==> config.mk <==
export PLATFORM = sky130hd
export DESIGN_NAME = fetch_stage
export DESIGN_NICKNAME = d
export VERILOG_FILES = /design/src/rtl/fetch_stage_pkg.sv /design/src/rtl/fetch_stage_imem.sv /design/src/rtl/fetch_stage.sv
export SDC_FILE = /design/constraint.sdc
export NUM_CORES = 1
export LEC_CHECK = 0
export BUFFER_PORTS_ARGS = -buffer_cell sky130_fd_sc_hd__buf_4
export CAP_MARGIN = 40
export CORE_MARGIN = 1.5
export CORE_UTILIZATION = 35
export CTS_CLUSTER_SIZE = 10
export DETAILED_ROUTE_END_ITERATION = 12
export PLACE_DENSITY = 0.65
export SYNTH_ARGS = -nofsm -noshare
export SYNTH_HDL_FRONTEND = slang
export SYNTH_SLANG_ARGS = --single-unit
==> constraint.sdc <==
create_clock -name clk -period 4.61 [get_ports clk]
set_input_delay 0.2305 -clock clk [delete_from_list [all_inputs] [get_ports clk]]
set_output_delay 0.2305 -clock clk [all_outputs]
set_load 0.01 [all_outputs]
==> src/rtl/fetch_stage_pkg.sv <==
// Shared pipeline definitions: fetch FSM encodings, NOP word and default ROM image.
// Imported by fetch_stage and instruction_memory.
package fetch_stage_pkg;

  typedef enum logic [1:0] {
    FS_RUN   = 2'd0,
    FS_STALL = 2'd1,
    FS_FLUSH = 2'd2
  } fetch_state_e;

  localparam logic [31:0] NOP_INSTR = 32'h0000_0000;

  // Default program image: every word is distinct and encodes its own index.
  function automatic logic [31:0] imem_default_word(input logic [7:0] idx);
    return {8'hA5, idx, 8'h5A, ~idx};
  endfunction

endpackage

==> src/rtl/fetch_stage_imem.sv <==
// instruction_memory: combinational word-addressed ROM, DEPTH words of 32 bits.
// Zero latency; any word index >= DEPTH reads as the NOP word.
module instruction_memory
  import fetch_stage_pkg::*;
#(
  parameter int DEPTH = 64
) (
  input  logic [29:0] word_addr_i,
  output logic [31:0] data_o
);

  localparam int          IDXW    = (DEPTH > 1) ? $clog2(DEPTH) : 1;
  localparam logic [31:0] DEPTH_U = 32'(DEPTH);

  logic [31:0] rom [DEPTH];

  for (genvar g = 0; g < DEPTH; g++) begin : g_rom
    assign rom[g] = imem_default_word(8'(g));
  end

  always_comb begin
    data_o = NOP_INSTR;
    if ({2'b00, word_addr_i} < DEPTH_U) begin
      data_o = rom[word_addr_i[IDXW-1:0]];
    end
  end

endmodule

==> src/rtl/fetch_stage.sv <==
// fetch_stage: PC register, instruction fetch and IF/ID register with stall/flush FSM.
// Optional FETCH_STALL_COUNT_EN adds a saturating stall_count output.
module fetch_stage
  import fetch_stage_pkg::*;
#(
  parameter logic [31:0] RESET_PC       = 32'h0000_0000,
  parameter int          INST_MEM_DEPTH = 64
) (
  input  logic        clk,
  input  logic        rst,
  input  logic        freeze,
  input  logic        branch_taken,
  input  logic [31:0] branch_address,
  output logic [31:0] pc_out,
  output logic [31:0] instruction_out,
  output logic        valid_out,
  output logic [1:0]  fetch_state
`ifdef FETCH_STALL_COUNT_EN
  ,
  output logic [31:0] stall_count
`endif
);

  fetch_state_e state_q, state_d;
  logic [31:0]  pc_q, pc_d;
  logic [31:0]  pc_out_q, pc_out_d;
  logic [31:0]  inst_q, inst_d;
  logic         valid_q, valid_d;
  logic [31:0]  imem_data;

  instruction_memory #(
    .DEPTH(INST_MEM_DEPTH)
  ) u_imem (
    .word_addr_i(pc_q[31:2]),
    .data_o     (imem_data)
  );

  // Redirect beats stall; a stall freezes PC and IF/ID together.
  always_comb begin
    state_d  = FS_RUN;
    pc_d     = pc_q + 32'd4;
    pc_out_d = pc_q + 32'd4;
    inst_d   = imem_data;
    valid_d  = 1'b1;
    if (branch_taken) begin
      state_d  = FS_FLUSH;
      pc_d     = branch_address & ~32'h3;
      pc_out_d = 32'h0;
      inst_d   = NOP_INSTR;
      valid_d  = 1'b0;
    end else if (freeze) begin
      state_d  = FS_STALL;
      pc_d     = pc_q;
      pc_out_d = pc_out_q;
      inst_d   = inst_q;
      valid_d  = valid_q;
    end
  end

  always_ff @(posedge clk) begin
    if (rst) begin
      state_q  <= FS_RUN;
      pc_q     <= RESET_PC;
      pc_out_q <= 32'h0;
      inst_q   <= NOP_INSTR;
      valid_q  <= 1'b0;
    end else begin
      state_q  <= state_d;
      pc_q     <= pc_d;
      pc_out_q <= pc_out_d;
      inst_q   <= inst_d;
      valid_q  <= valid_d;
    end
  end

  assign pc_out          = pc_out_q;
  assign instruction_out = inst_q;
  assign valid_out       = valid_q;
  assign fetch_state     = state_q;

`ifdef FETCH_STALL_COUNT_EN
  logic [31:0] stall_cnt_q, stall_cnt_d;

  always_comb begin
    stall_cnt_d = stall_cnt_q;
    if (freeze && !branch_taken && (stall_cnt_q != 32'hFFFF_FFFF)) begin
      stall_cnt_d = stall_cnt_q + 32'd1;
    end
  end

  always_ff @(posedge clk) begin
    if (rst) begin
      stall_cnt_q <= 32'h0;
    end else begin
      stall_cnt_q <= stall_cnt_d;
    end
  end

  assign stall_count = stall_cnt_q;
`endif

endmodule

==> reports/metrics.cfg, run 1 <==
[outcome]
status=completed

[clock_network]
cts_resized=0
numCtsBuffers=9
clkTransAtPathRegs_ps=50
clockRootBuffer=clkbuf_16
post_cts_buffers=0
tritoncts=yes
cts_hold_buf=0
cts_max_path_buffers=2
htreeDepth=3
clk_latency_ps=330
clock_sinks=76

[yosys]
syn-instance-count=485
yosysUniqueCellTypes=48
synthFlopType=dfxtp_1
ys_async_sr_fraction_pct=0
syn-cell-area_um2=4120
syn_area_per_cell_um2=8.49
synth.yosys.warnings=0
synth_edf_count=0
yosysSeqAreaShare_pct=36.9
ys_ff_latch=76

[layout]
layout-drive-gt1-share_pct=22.2
multiInputGateArea_um2=2120
ff_latch_area_um2=1520
final_cell_mix=buf_4 (90), dfxtp_1 (76), nor2_1 (48)
final_cell_area_um2=4850
nNetsFinal=570
final_common_cell=buf_4
area_growth_syn_to_layout_pct=17.8
diodes=0
n_fill_cell=1146

[routing]
drc=0
drt_iter0_markers=293
wl_per_cell_um=14.7
vias=3415
finalWirelength_mm=9.96
drtAntennaViolNets=0
firstDrtPassIters=7
viasPerCell=5.03

[worst_setup_path]
worstSetupPathType=reg -> reg
rr_startpoint=pc_q[2]$_SDFFE_PP0P_
end_kind=flop
path_max_fanout=15
crit_arrival_ps=2610
start_kind=flop
worst_path_largest_cell_delay_ps=730
cp.required_ps=4830
cp_cell_sequence=ha_1, nand3_4, or4_4, nor4_2, xor2_1, o21a_1
startpoint=pc_q[2]$_SDFFE_PP0P_
critPathSlowestCell=or4_4

[sta]
finalMaxSlewViolations=0
post-route-period-util_pct=51.7
hold_viol=0
fin_hold_ws_ps=101
fmax_ghz=0.420
setup_violations=0
grt_setup_unrepaired=no
worst_slack_ps=2230
slew_headroom_pct=55.0
skew_ps=3.95
period_needed_ps=2380
worst_pin_slew_ps=673
final.setup.tns_ps=0

[floorplanning]
die_x_um=111
row_count=39
initial_core_util_pct=35.9
io_pins=103
die_area_um2=12400
chipHeight_um=111
coreArea_um2=11500

[placement]
dpl_cell_area_um2=4560
port_buffers=88
hpwl_mm=7.15
place_ws_ps=2260
gp_congestion=0.844

[pwr]
irDropWorstVdd_mv=0.213
powerDensity_nw_per_um2=325
p_leak_nw=2.00

[global_routing]
grt_pass1_wl_mm=16.4
antenna_found_initial=0
grt.total_usage_pct=16.4
grt_max_degree=52
grt_pass1_vias=3240
gr-total-overflow=0

[run]
drv_cap=0

[worst_hold_path]
hold_class=in -> reg
min-delay-start=branch_address[30]

-- final cells by class --
| class | instances | share of cell area, % |
|---|---|---|
| tap | 143 | 3.69 |
| sequential | 76 | 31.4 |
| timing repair buffer | 90 | 13.9 |
| inverter | 16 | 1.24 |
| clock inverter | 2 | 0.722 |
| multi-input combinational | 340 | 43.8 |
| clock buffer | 12 | 5.29 |
-- power by group --
part | internal, mW | total, mW | switching [mW]
Combinational | 0.0750 | 0.158 | 0.0830
Sequential | 0.685 | 0.730 | 0.0447
Clock | 0.441 | 0.689 | 0.248
-- cells in the mapped netlist, types with 9 or more instances --
cell      number  share of area, %
o21ai_0       30               3.6
nand2_1       27               2.5
clkbuf_1      20               1.8
dfxtp_1       76                37
inv_1         16               1.5
xnor2_1       26               5.5
a21oi_1       47               5.7
o21a_1        15               2.7
nand4_1       11               1.7
buf_6         13               3.6
nor3_1        13               1.6
nor2_1        48               4.4
buf_4         21               3.8
nand3_1       13               1.6
nor4_1         9               1.4
xor2_1        24               5.1
-- cell families (layout without fill, tap and decap cells) --
kind of cell    after synthesis  in the layout  synth area share [%]
xor+xnor                     50             50                  10.6
fa+ha+maj                     1              1                 0.304
compound gates              108            108                  15.2
other cells                   1             12                0.0911
buf+inv                      80            120                  12.5
flops                        76             76                  36.9
simple gates                163            163                  22.9
mux                           6              6                  1.46
-- worst paths after layout --
check	end	cells after the start	slack, ps
setup reg to reg	pc_q[28]$_SDFFE_PP0P_	6	2230
setup / recovery	pc_q[28]$_SDFFE_PP0P_	6	2230
hold / removal	pc_q[30]$_SDFFE_PP0P_	3	100
hold reg to reg	valid_out$_SDFFE_PP0N_	2	460
-- routing by layer --
layer	wire, µm	GRT usage, %	share of wire [%]
met1	4800	23.1	48
met2	4290	23.6	43
met3	573	2.83	5.8
met4	295	8.86	3.0
met5	0	0	0
-- state kept, by name (all words and copies together) (netlist names) --
register,flops
fetch_state,2
pc_q,30
pc_out,30
valid_out,1
instruction_out,13
-- critical path: cells and delay by family (launching register included) --
| family | cells | cell delay, ps |
|---|---|---|
| AO/OA/AOI/OAI | 1 | 170 |
| flip-flops | 1 | 520 |
| XOR/XNOR | 1 | 120 |
| adder cells (fa/ha/maj) | 1 | 330 |
| AND/OR/NAND/NOR | 3 | 1120 |
-- per-stage QoR --
step,power [mW],cells,util [%]
final,1.58,679,42.3
after global routing,1.64,679,42.3
after CTS,1.59,679,42.3
after detailed placement,0.900,665,39.8
after global placement,0.897,665,39.8
after floorplan,0.855,496,-
Power figures use the tool's default switching activity.
==> inputs of run 2 (changes only) <==
- clock period: 4.61 -> 2.5 ns (I/O delays scaled with it)
==> reports/metrics.cfg, run 2 (same netlist as run 1, synthesis figures left out) <==
[outcome]
status=completed

[pwr]
seqPwrFrac_pct=44.6  ; -1.7 points
p_sw_share_pct=25.6  ; +1.8 points
power_switching_mw=0.766  ; +100%
pwr-share-comb_pct=10.7  ; +0.7 points
p_clk_share_pct=44.7  ; +1.0 points
irDropWorstVdd_mv=0.365  ; +71%
p_int_mw=2.22  ; +85%
powerDensity_nw_per_um2=599  ; +84%
p_leak_nw=2.07  ; +3.6%

[layout]
final_common_cell=buf_4
layout-drive-gt1-share_pct=24.1  ; +1.9 points
nNetsFinal=584  ; +2.5%
final_cell_mix=buf_4 (101), dfxtp_1 (76), nor2_1 (48)
multiInputGateArea_um2=2120  ; unchanged
ff_latch_area_um2=1520  ; unchanged
area_growth_syn_to_layout_pct=21.0
utilization_pct=43.5  ; +1.2 points
n_fill_cell=1143  ; -0.26%
diodes=0  ; unchanged

[global_routing]
antenna_found_initial=0  ; unchanged
grt_pass1_vias=3273  ; +1.0%
grt_pass1_wl_mm=16.9  ; +3.1%
grt.total_usage_pct=16.6  ; +0.29 points
gr-total-overflow=0  ; unchanged
grt_max_degree=36  ; -31%

[clock_network]
cts_max_path_buffers=2  ; unchanged
clockRootBuffer=clkbuf_16
tritoncts=yes
clkTransAtPathRegs_ps=60  ; about the same
clk_latency_ps=340  ; about the same
cts_resized=0  ; unchanged
clock_sinks=76  ; unchanged
htreeDepth=3  ; unchanged
numCtsBuffers=9  ; unchanged

[sta]
post-route-period-util_pct=91.3  ; +40 points
slew_headroom_pct=66.9  ; +12 points
worst_pin_slew_ps=495  ; -178 ps
period_needed_ps=2280  ; -99.2 ps
hold_viol=0  ; unchanged
grt_setup_unrepaired=no
fmax_ghz=0.438  ; +4.3%
final.setup.tns_ps=0  ; unchanged
setup_violations=0  ; unchanged
finalMaxSlewViolations=0  ; unchanged
skew_ps=6.68  ; +2.72 ps

[routing]
drtAntennaViolNets=0  ; unchanged
finalWirelength_mm=10.2  ; +2.3%
vias=3481  ; +1.9%
viasPerCell=5.01  ; -0.41%
drt_iter0_markers=259  ; -12%
wl_per_cell_um=14.7  ; about the same
drc=0  ; unchanged
firstDrtPassIters=5  ; -2

[worst_setup_path]
cp.required_ps=2730  ; -2100 ps
r2r.worst_path.cells=6  ; unchanged
crit_arrival_ps=2510  ; -100 ps
critPathSlowestCell=or4_4
cp_cell_sequence=ha_1, nand3_4, or4_4, nor4_4, nor2_1, a221o_1
end_kind=flop
worst_path_largest_cell_delay_ps=700  ; -30 ps
r2r-end=pc_q[26]$_SDFFE_PP0P_
start_kind=flop
r2r_slack_ps=220  ; -2010 ps
worstSetupPathType=reg -> reg
rr_startpoint=pc_q[2]$_SDFFE_PP0P_
path_max_fanout=15  ; unchanged

[floorplanning]
chipHeight_um=111  ; unchanged
initial_core_util_pct=35.9  ; unchanged
io_pins=103  ; unchanged
row_count=39  ; unchanged
die_x_um=111  ; unchanged
coreArea_um2=11500  ; unchanged
die_area_um2=12400  ; unchanged

[worst_hold_path]
min-delay-start=branch_address[26]
hold_class=in -> reg
min_path_cells=2  ; -1
whs_endpoint=pc_q[26]$_SDFFE_PP0P_

[placement]
hpwl_mm=7.43  ; +3.9%
port_buffers=88  ; unchanged
gp_congestion=0.868  ; +2.8%

[run]
drv_cap=0  ; unchanged

## run 2: changes by cell type in the layout (fill, tap and decap cells not counted)
| cell | delta |
|---|---|
| clkbuf_8 | -1 |
| clkinv_2 | -1 |
| inv_6 | +1 |
| buf_4 | +11 |
| clkinvlp_4 | +1 |
| dlygate4sd3_1 | +3 |
| clkinv_4 | +3 |
| clkbuf_1 | -1 |
## run 2: power groups by stage
stage                     logic [mW]  clock network, mW  registers [mW]
final                          0.319               1.34            1.33
after global routing           0.355               1.41            1.34
after CTS                      0.321               1.36            1.33
after detailed placement       0.315                  0            1.36
after global placement         0.311                  0            1.36
after floorplan                0.244                  0            1.33
## run 2: what timing repair did
item | in CTS | in global routing
endpoints found under the hold margin | 3 | 0
hold buffers | 3 | 0
buffers inserted | 0 | 0
## run 2: cell type report
cell class / instances / area share [%]
flip-flops and latches: 76 / 30.5
clock inverters: 6 / 1.46
repair buffers: 104 / 15.8
inverters: 16 / 1.21
well taps: 143 / 3.59
multi-input cells: 340 / 42.6
clock buffers: 10 / 4.80
## run 2: worst max path at each step
| stage | start | end | slack (ps) |
|---|---|---|---|
| 2_1_floorplan | pc_q[2]$_SDFFE_PP0P_ | pc_q[30]$_SDFFE_PP0P_ | 380 |
| 3_3_place_gp | pc_q[2]$_SDFFE_PP0P_ | pc_q[26]$_SDFFE_PP0P_ | 290 |
| 3_5_place_dp | pc_q[2]$_SDFFE_PP0P_ | pc_q[26]$_SDFFE_PP0P_ | 220 |
| 4_1_cts | pc_q[2]$_SDFFE_PP0P_ | pc_q[26]$_SDFFE_PP0P_ | 210 |
| 5_1_grt | pc_q[2]$_SDFFE_PP0P_ | pc_out[28]$_SDFFE_PP0N_ | 60 |
| 6_report | pc_q[2]$_SDFFE_PP0P_ | pc_q[26]$_SDFFE_PP0P_ | 220 |
## run 2: routing by layer
layer | vias up | part of all wire [%] | track usage, %
met4 | 0 | 1.4 | 5.40
met3 | 10 | 5.0 | 3.59
met5 | - | 0 | 0
met1 | 1601 | 49 | 24.0
li1 | 1757 | - | -
met2 | 113 | 45 | 24.7
## run 2: worst max-delay path, delay by kind of cell (launching register included)
| family | cells | cell delay, ps |
|---|---|---|
| adders and majority gates | 1 | 350 |
| AOI/OAI and AO/OA | 1 | 260 |
| DFF | 1 | 480 |
| and+or+nand+nor | 4 | 1080 |
## run 2: per-stage QoR
step / instance area [µm²] / setup slack [ps] / cells / hold WS (ps) / total power [mW]
after CTS: 4980 / 205 / 695 / 15.3 / 3.01
after global routing: 4980 / 61.9 / 695 / 19.3 / 3.10
after floorplan: 4160 / 383 / 496 / 231 / 1.58
final: 4980 / 217 / 695 / 17.5 / 2.99
after detailed placement: 4640 / 223 / 676 / 326 / 1.67
after global placement: 4640 / 287 / 676 / 332 / 1.67
